<file path="config.mk">
export PLATFORM = sky130hd
export DESIGN_NAME = control_unit
export DESIGN_NICKNAME = d
export VERILOG_FILES = /design/src/rtl/bean_ctrl_pkg.sv /design/src/rtl/control_unit_alu_decoder.sv /design/src/rtl/control_unit.sv
export SDC_FILE = /design/constraint.sdc
export NUM_CORES = 1
export LEC_CHECK = 0
export CORE_MARGIN = 4
export CORE_UTILIZATION = 47
export CTS_CLUSTER_SIZE = 8
export DETAILED_ROUTE_END_ITERATION = 16
export PLACE_DENSITY = 0.86
export SETUP_SLACK_MARGIN = 0.5
export SKIP_LAST_GASP = 1
export SYNTH_ARGS = -nofsm -noshare
export SYNTH_HDL_FRONTEND = slang
export SYNTH_SLANG_ARGS = --single-unit
</file>
<file path="constraint.sdc">
create_clock -name clk -period 3.65 [get_ports clk]
set_clock_uncertainty 0.15 [all_clocks]
set_input_delay 0.365 -clock clk [delete_from_list [all_inputs] [get_ports clk]]
set_output_delay 0.365 -clock clk [all_outputs]
set_load 0.01 [all_outputs]
</file>
<file path="src/rtl/bean_ctrl_pkg.sv">
// Shared control encodings for the BEAN-1 core.
// Used by control_unit, alu_decoder and datapath.
package bean_ctrl_pkg;

  typedef enum logic [1:0] {
    ST_FETCH,
    ST_EXEC,
    ST_LOAD_WB,
    ST_HALT
  } state_t;

  localparam logic [6:0] OPC_LOAD   = 7'b0000011;
  localparam logic [6:0] OPC_FENCE  = 7'b0001111;
  localparam logic [6:0] OPC_OP_IMM = 7'b0010011;
  localparam logic [6:0] OPC_AUIPC  = 7'b0010111;
  localparam logic [6:0] OPC_STORE  = 7'b0100011;
  localparam logic [6:0] OPC_OP     = 7'b0110011;
  localparam logic [6:0] OPC_LUI    = 7'b0110111;
  localparam logic [6:0] OPC_BRANCH = 7'b1100011;
  localparam logic [6:0] OPC_JALR   = 7'b1100111;
  localparam logic [6:0] OPC_JAL    = 7'b1101111;
  localparam logic [6:0] OPC_SYSTEM = 7'b1110011;

  localparam logic [1:0] REG_SEL_MEM = 2'b00;
  localparam logic [1:0] REG_SEL_ALU = 2'b01;
  localparam logic [1:0] REG_SEL_PC4 = 2'b10;
  localparam logic [1:0] REG_SEL_IMM = 2'b11;

  localparam logic [1:0] PC_SEL_PC4  = 2'b00;
  localparam logic [1:0] PC_SEL_TGT  = 2'b01;
  localparam logic [1:0] PC_SEL_JALR = 2'b10;

  localparam logic [2:0] IMM_NONE = 3'b000;
  localparam logic [2:0] IMM_S    = 3'b001;
  localparam logic [2:0] IMM_B    = 3'b010;
  localparam logic [2:0] IMM_I    = 3'b011;
  localparam logic [2:0] IMM_U    = 3'b100;
  localparam logic [2:0] IMM_J    = 3'b101;

  localparam logic [2:0] MEM_W  = 3'b000;
  localparam logic [2:0] MEM_H  = 3'b001;
  localparam logic [2:0] MEM_B  = 3'b010;
  localparam logic [2:0] MEM_HU = 3'b101;
  localparam logic [2:0] MEM_BU = 3'b110;

  localparam logic [3:0] ALU_ADD  = 4'b0000;
  localparam logic [3:0] ALU_SUB  = 4'b0001;
  localparam logic [3:0] ALU_SLL  = 4'b0010;
  localparam logic [3:0] ALU_SLT  = 4'b0011;
  localparam logic [3:0] ALU_SLTU = 4'b0100;
  localparam logic [3:0] ALU_XOR  = 4'b0101;
  localparam logic [3:0] ALU_SRL  = 4'b0110;
  localparam logic [3:0] ALU_SRA  = 4'b0111;
  localparam logic [3:0] ALU_OR   = 4'b1000;
  localparam logic [3:0] ALU_AND  = 4'b1001;

  typedef struct packed {
    logic       reg_we;
    logic       rs1_sel;
    logic       rs2_sel;
    logic       addrs_sel;
    logic       pc_en;
    logic       instr_en;
    logic       alu_mem_en;
    logic       mem_in_en;
    logic       mem_we;
    logic [1:0] reg_sel;
    logic [1:0] pc_sel;
    logic [2:0] imm_sel;
    logic [2:0] mem_mode;
    logic [3:0] alu_mode;
  } ctrl_t;

  function automatic logic [2:0] mem_mode_of(
    input logic [2:0] f3
  );
    logic [2:0] m;
    m = MEM_W;
    unique case (f3)
      3'b000:  m = MEM_B;
      3'b001:  m = MEM_H;
      3'b100:  m = MEM_BU;
      3'b101:  m = MEM_HU;
      default: m = MEM_W;
    endcase
    return m;
  endfunction

  function automatic logic insn_legal(
    input logic [6:0] opc,
    input logic [2:0] f3,
    input logic [6:0] f7
  );
    logic ok;
    ok = 1'b0;
    unique case (opc)
      OPC_LUI, OPC_AUIPC, OPC_JAL:
        ok = 1'b1;
      OPC_JALR:
        ok = (f3 == 3'b000);
      OPC_BRANCH:
        ok = (f3 != 3'b010) && (f3 != 3'b011);
      OPC_LOAD:
        ok = (f3 != 3'b011) && (f3 != 3'b110)
          && (f3 != 3'b111);
      OPC_STORE:
        ok = (f3 == 3'b000) || (f3 == 3'b001)
          || (f3 == 3'b010);
      OPC_OP_IMM: begin
        if (f3 == 3'b001)
          ok = (f7 == 7'h00);
        else if (f3 == 3'b101)
          ok = (f7 == 7'h00) || (f7 == 7'h20);
        else
          ok = 1'b1;
      end
      OPC_OP:
        ok = (f7 == 7'h00) || ((f7 == 7'h20)
          && ((f3 == 3'b000) || (f3 == 3'b101)));
      default:
        ok = 1'b0;
    endcase
    return ok;
  endfunction

endpackage

</file>
<file path="src/rtl/control_unit_alu_decoder.sv">
// ALU operation decode from opcode/funct3/instr[30].
// Non-arithmetic opcodes use ADD for address math.
module alu_decoder
  import bean_ctrl_pkg::*;
(
  input  logic [6:0] opc,
  input  logic [2:0] funct3,
  input  logic       alt,
  output logic [3:0] alu_mode
);

  // map funct3 to ALU op; SUB only for register OP
  always_comb begin
    alu_mode = ALU_ADD;
    if ((opc == OPC_OP) || (opc == OPC_OP_IMM)) begin
      unique case (funct3)
        3'b000: alu_mode =
          ((opc == OPC_OP) && alt) ? ALU_SUB : ALU_ADD;
        3'b001: alu_mode = ALU_SLL;
        3'b010: alu_mode = ALU_SLT;
        3'b011: alu_mode = ALU_SLTU;
        3'b100: alu_mode = ALU_XOR;
        3'b101: alu_mode = alt ? ALU_SRA : ALU_SRL;
        3'b110: alu_mode = ALU_OR;
        3'b111: alu_mode = ALU_AND;
        default: alu_mode = ALU_ADD;
      endcase
    end
  end

endmodule

</file>
<file path="src/rtl/control_unit.sv">
// Multicycle control FSM: FETCH -> EXEC (-> LOAD_WB).
// Halts on illegal/system opcodes, counts retirements.
module control_unit
  import bean_ctrl_pkg::*;
#(
  parameter int CNT_W = 32
) (
  input  logic             clk,
  input  logic             reset,
  input  logic [31:0]      instr,
  input  logic             br_EQ,
  input  logic             br_LT,
  input  logic             br_LTU,
  output logic             reg_WE,
  output logic             rs1_SEL,
  output logic             rs2_SEL,
  output logic             addrs_SEL,
  output logic             pc_EN,
  output logic             instr_EN,
  output logic             ALU_mem_EN,
  output logic             mem_in_EN,
  output logic             mem_WE,
  output logic [1:0]       reg_SEL,
  output logic [1:0]       pc_SEL,
  output logic [2:0]       imm_SEL,
  output logic [2:0]       mem_MODE,
  output logic [3:0]       ALU_MODE,
  output logic             halted,
  output logic [CNT_W-1:0] retire_CNT
);

  state_t     state;
  state_t     state_nx;
  ctrl_t      c;
  ctrl_t      o;
  logic [6:0] opc;
  logic [2:0] f3;
  logic [3:0] alu_mode;
  logic       legal;
  logic       taken;
  logic       unused_bits;

  assign opc   = instr[6:0];
  assign f3    = instr[14:12];
  assign legal = insn_legal(opc, f3, instr[31:25]);
  assign unused_bits = ^instr[24:15];

  alu_decoder u_alu_dec (
    .opc      (opc),
    .funct3   (f3),
    .alt      (instr[30]),
    .alu_mode (alu_mode)
  );

  // branch condition from datapath compare flags
  always_comb begin
    taken = 1'b0;
    unique case (f3)
      3'b000:  taken = br_EQ;
      3'b001:  taken = ~br_EQ;
      3'b100:  taken = br_LT;
      3'b101:  taken = ~br_LT;
      3'b110:  taken = br_LTU;
      3'b111:  taken = ~br_LTU;
      default: taken = 1'b0;
    endcase
  end

  // strobe decode and next state
  always_comb begin
    c        = '0;
    state_nx = state;
    unique case (state)
      ST_FETCH: begin
        c.addrs_sel = 1'b1;
        c.instr_en  = 1'b1;
        c.mem_in_en = 1'b1;
        state_nx    = ST_EXEC;
      end
      ST_EXEC: begin
        if (!legal) begin
          state_nx = ST_HALT;
        end else begin
          state_nx   = ST_FETCH;
          c.alu_mode = alu_mode;
          c.pc_en    = 1'b1;
          unique case (1'b1)
            opc == OPC_OP_IMM: begin
              c.rs2_sel = 1'b1;
              c.imm_sel = IMM_I;
              c.reg_sel = REG_SEL_ALU;
              c.reg_we  = 1'b1;
            end
            opc == OPC_OP: begin
              c.reg_sel = REG_SEL_ALU;
              c.reg_we  = 1'b1;
            end
            opc == OPC_LUI: begin
              c.imm_sel = IMM_U;
              c.reg_sel = REG_SEL_IMM;
              c.reg_we  = 1'b1;
            end
            opc == OPC_AUIPC: begin
              c.rs1_sel = 1'b1;
              c.rs2_sel = 1'b1;
              c.imm_sel = IMM_U;
              c.reg_sel = REG_SEL_ALU;
              c.reg_we  = 1'b1;
            end
            opc == OPC_JAL: begin
              c.imm_sel = IMM_J;
              c.reg_sel = REG_SEL_PC4;
              c.pc_sel  = PC_SEL_TGT;
              c.reg_we  = 1'b1;
            end
            opc == OPC_JALR: begin
              c.rs2_sel = 1'b1;
              c.imm_sel = IMM_I;
              c.reg_sel = REG_SEL_PC4;
              c.pc_sel  = PC_SEL_JALR;
              c.reg_we  = 1'b1;
            end
            opc == OPC_BRANCH: begin
              c.imm_sel = IMM_B;
              c.pc_sel  = taken ? PC_SEL_TGT
                                : PC_SEL_PC4;
            end
            opc == OPC_STORE: begin
              c.rs2_sel    = 1'b1;
              c.imm_sel    = IMM_S;
              c.alu_mem_en = 1'b1;
              c.mem_we     = 1'b1;
              c.mem_mode   = mem_mode_of(f3);
            end
            opc == OPC_LOAD: begin
              c.rs2_sel    = 1'b1;
              c.imm_sel    = IMM_I;
              c.alu_mem_en = 1'b1;
              c.mem_in_en  = 1'b1;
              c.mem_mode   = mem_mode_of(f3);
              c.pc_en      = 1'b0;
              state_nx     = ST_LOAD_WB;
            end
            default: begin
              c        = '0;
              state_nx = ST_HALT;
            end
          endcase
        end
      end
      ST_LOAD_WB: begin
        c.reg_sel  = REG_SEL_MEM;
        c.reg_we   = 1'b1;
        c.pc_sel   = PC_SEL_PC4;
        c.pc_en    = 1'b1;
        c.mem_mode = mem_mode_of(f3);
        state_nx   = ST_FETCH;
      end
      ST_HALT: begin
        state_nx = ST_HALT;
      end
      default: begin
        state_nx = ST_FETCH;
      end
    endcase
    if (instr[11:7] == 5'd0)
      c.reg_we = 1'b0;
  end

  // reset kills every strobe immediately
  assign o = reset ? c : '0;

  assign reg_WE     = o.reg_we;
  assign rs1_SEL    = o.rs1_sel;
  assign rs2_SEL    = o.rs2_sel;
  assign addrs_SEL  = o.addrs_sel;
  assign pc_EN      = o.pc_en;
  assign instr_EN   = o.instr_en;
  assign ALU_mem_EN = o.alu_mem_en;
  assign mem_in_EN  = o.mem_in_en;
  assign mem_WE     = o.mem_we;
  assign reg_SEL    = o.reg_sel;
  assign pc_SEL     = o.pc_sel;
  assign imm_SEL    = o.imm_sel;
  assign mem_MODE   = o.mem_mode;
  assign ALU_MODE   = o.alu_mode;
  assign halted     = reset && (state == ST_HALT);

  // state register
  always_ff @(posedge clk or negedge reset) begin
    if (!reset)
      state <= ST_FETCH;
    else
      state <= state_nx;
  end

  // retired-instruction counter
  always_ff @(posedge clk or negedge reset) begin
    if (!reset)
      retire_CNT <= '0;
    else if (o.pc_en)
      retire_CNT <= retire_CNT + CNT_W'(1);
  end

endmodule

</file>
==> results_dict.tcl <==
set metrics [dict create \
    status "finished, final reports clean" \
    vias 2235 \
    multiInputGateArea_mm2 0.00139 \
    clock_path_buffers 2 \
    synth_fp_nets 295 \
    path_max_fanout 5 \
    worst_slew_pin_slew_ns 0.433 \
    final_cell_mix "62 x clkdlybuf4s50_1, 34 x dfrtp_1, 22 x xnor2_1" \
    core_mm2 0.00472 \
    instances_no_fill 416 \
    synthTopCellsByArea "dfrtp_1 37%, xnor2_1 8.4%, xor2_1 4.2%" \
    maxCapViolCount 0 \
    clockRootBuffer "clkbuf_8" \
    ant_nets 0 \
    required_ns 3.13 \
    hold_violations 0 \
    synth-seq-area-share 0.370 \
    syn_to_final_growth_pct 46.0 \
    antenna_found_initial 0 \
    final-seq-area_um2 851 \
    drt-initial-drc-count 103 \
    drc_errors 0 \
    vias_per_cell 5.37 \
    htreeDepth 2 \
    overflow 0 \
    synthFlopType "dfrtp_1" \
    finalWeightedCongestion 0.852 \
    power_uw 760 \
    die_h_um 78.0 \
    grt_busiest_layer "met2" \
    hold_path_class "primary input to async pin" \
    netlist_area_mm2 0.00230 \
    layout_min_cycle_time_ns 3.15 \
    path_class "primary input to primary output" \
    numCtsBuffers 5 \
    cts_tree "built" \
    use_met3 0.0557 \
    clock-sinks 34 \
    nets 390 \
    synth_cells 253 \
    grt.total_usage 0.214 \
    rows 25 \
    die_w_um 78.0 \
    startpoint_type "primary input" \
    avgSynthCellArea_um2 9.10 \
    layout_setup_ws_ns 0.500 \
    whs_ns 0.0366 \
    drive_gt1_frac 0.198 \
    maxSlewViolCount 0 \
    ys_warn_count 0 \
    routedWlPerCell_um 15.2 \
    power_density_mw_per_mm2 226 \
    fin_util 0.712 \
    relSlewSlack 0.711 \
    num_antenna_cells 0 \
    clk_latency_ns 0.30 \
    dp_hpwl_mm 4.67 \
    met2_usage 0.355 \
    synth_edf_count 0 \
    setup_violations 0 \
    pre_cts_ws_ns 0.0916 \
    cp.arrival_ns 2.63 \
    final_common_cell "clkdlybuf4s50_1" \
    wirelength_mm 6.34 \
    grt_pass1_vias 2232 \
    fin_setup_tns_ns 0 \
    yosys_register_bits 34 \
    ctsHoldBuffers 0 \
    post_dp_cell_area_mm2 0.00322 \
    grt_max_degree 37 \
    peakVddDrop_mv 0.263 \
    start_util 0.487 \
    met1_usage 0.270 \
    p_leak_nw 1.47 \
    grt_pass1_wl_mm 10.4 \
    fmax_ghz 0.317 \
    die_area_mm2 0.00608 \
    yosys.area.top_type_share 0.370 \
    rsz0062_at_grt "true" \
    cp-end-kind "primary output" \
    clk_pin_slew_worst_paths_ns 0.07 \
    fin_crit_sh 0.863 \
    io_buffers 82 \
    dp.cells 404 \
    synthDistinctLibCells 51 \
    io_pins 93 \
    yosys.area.top_type "dfrtp_1" \
    async_flop_share 1.00 \
    drt_pass1_iterations 4 \
    final_area_mm2 0.00336 \
    fillCellCount 368 \
]
## area by class of cell
type,count,area share
inverter,13,0.0145
clock inverter,1,0.00149
clock buffer,7,0.0257
tap,67,0.0249
sequential,34,0.253
timing repair buffer,99,0.265
multi-input combinational,195,0.415
## registers in the layout, indices dropped and copies added (netlist names)
register    cells
retire_CNT     32
state           2
## timing repair
item | 4_1_cts | 5_1_grt
gates resized for setup | 33 | 26
buffers inserted | 2 | 2
pin swaps | 2 | 4
endpoints found under the setup margin | 18 | 16
## synth_stat cells, types with 2 or more instances
cell	number
dfrtp_1	34
xnor2_1	22
nand2_1	19
nor2_1	17
nor3_1	14
inv_1	13
nand4_1	13
nand3_1	11
xor2_1	11
o21ai_0	10
nor2_2	9
a21oi_1	6
and2_1	6
nand3_2	6
ha_1	5
nor2b_1	5
and3_1	4
buf_2	3
clkbuf_1	3
nand2b_1	3
a211oi_1	2
and4_1	2
buf_4	2
buf_6	2
mux2i_1	2
nor3b_1	2
o21a_1	2
or4_1	2
## routing by layer
layer,share of wire,up-vias
met5,0,-
met4,0.018,0
met3,0.053,10
met2,0.50,61
met1,0.43,1093
li1,-,1071
## path summary, 6_finish.rpt
path	startpoint	slack, ns	depth (start not counted)	to
worst max-delay path	instr[26]	0.50	10	mem_MODE[2]
min in group clk	retire_CNT[31]	0.32	1	retire_CNT[31]
worst max register to register	state[0]	1.23	8	retire_CNT[24]
worst min register to register	retire_CNT[31]	0.32	1	retire_CNT[31]
worst min-delay path	reset	0.04	2	retire_CNT[5]
max in group asynchronous	reset	3.00	2	retire_CNT[21]
## report_power, final
| part | leakage (nW) | internal (mW) | switching, mW |
|---|---|---|---|
| registers | 0.449 | 0.377 | 0 |
| logic | 0.972 | 0.0460 | 0.0435 |
| clock network | 0.0482 | 0.152 | 0.141 |
| total | 1.47 | 0.575 | 0.185 |
## cells by family after synthesis
group / count (synthesis) / synth area share
flops: 34 / 0.370
simple gates: 122 / 0.307
fa+ha+maj: 5 / 0.0272
xor+xnor: 33 / 0.126
buf+inv: 24 / 0.0576
compound gates: 32 / 0.100
mux: 3 / 0.0136
## worst max-delay path: stages
cell and delay, ns:
clkdlybuf4s50_1 0.40, or4_4 0.53, o32ai_2 0.26, a311oi_2 0.16, buf_4 0.17, buf_4 0.16
nor3_2 0.15, o21ai_2 0.13, nor3b_2 0.16, buf_2 0.15
Note: power is estimated with default switching activity, not from simulation.
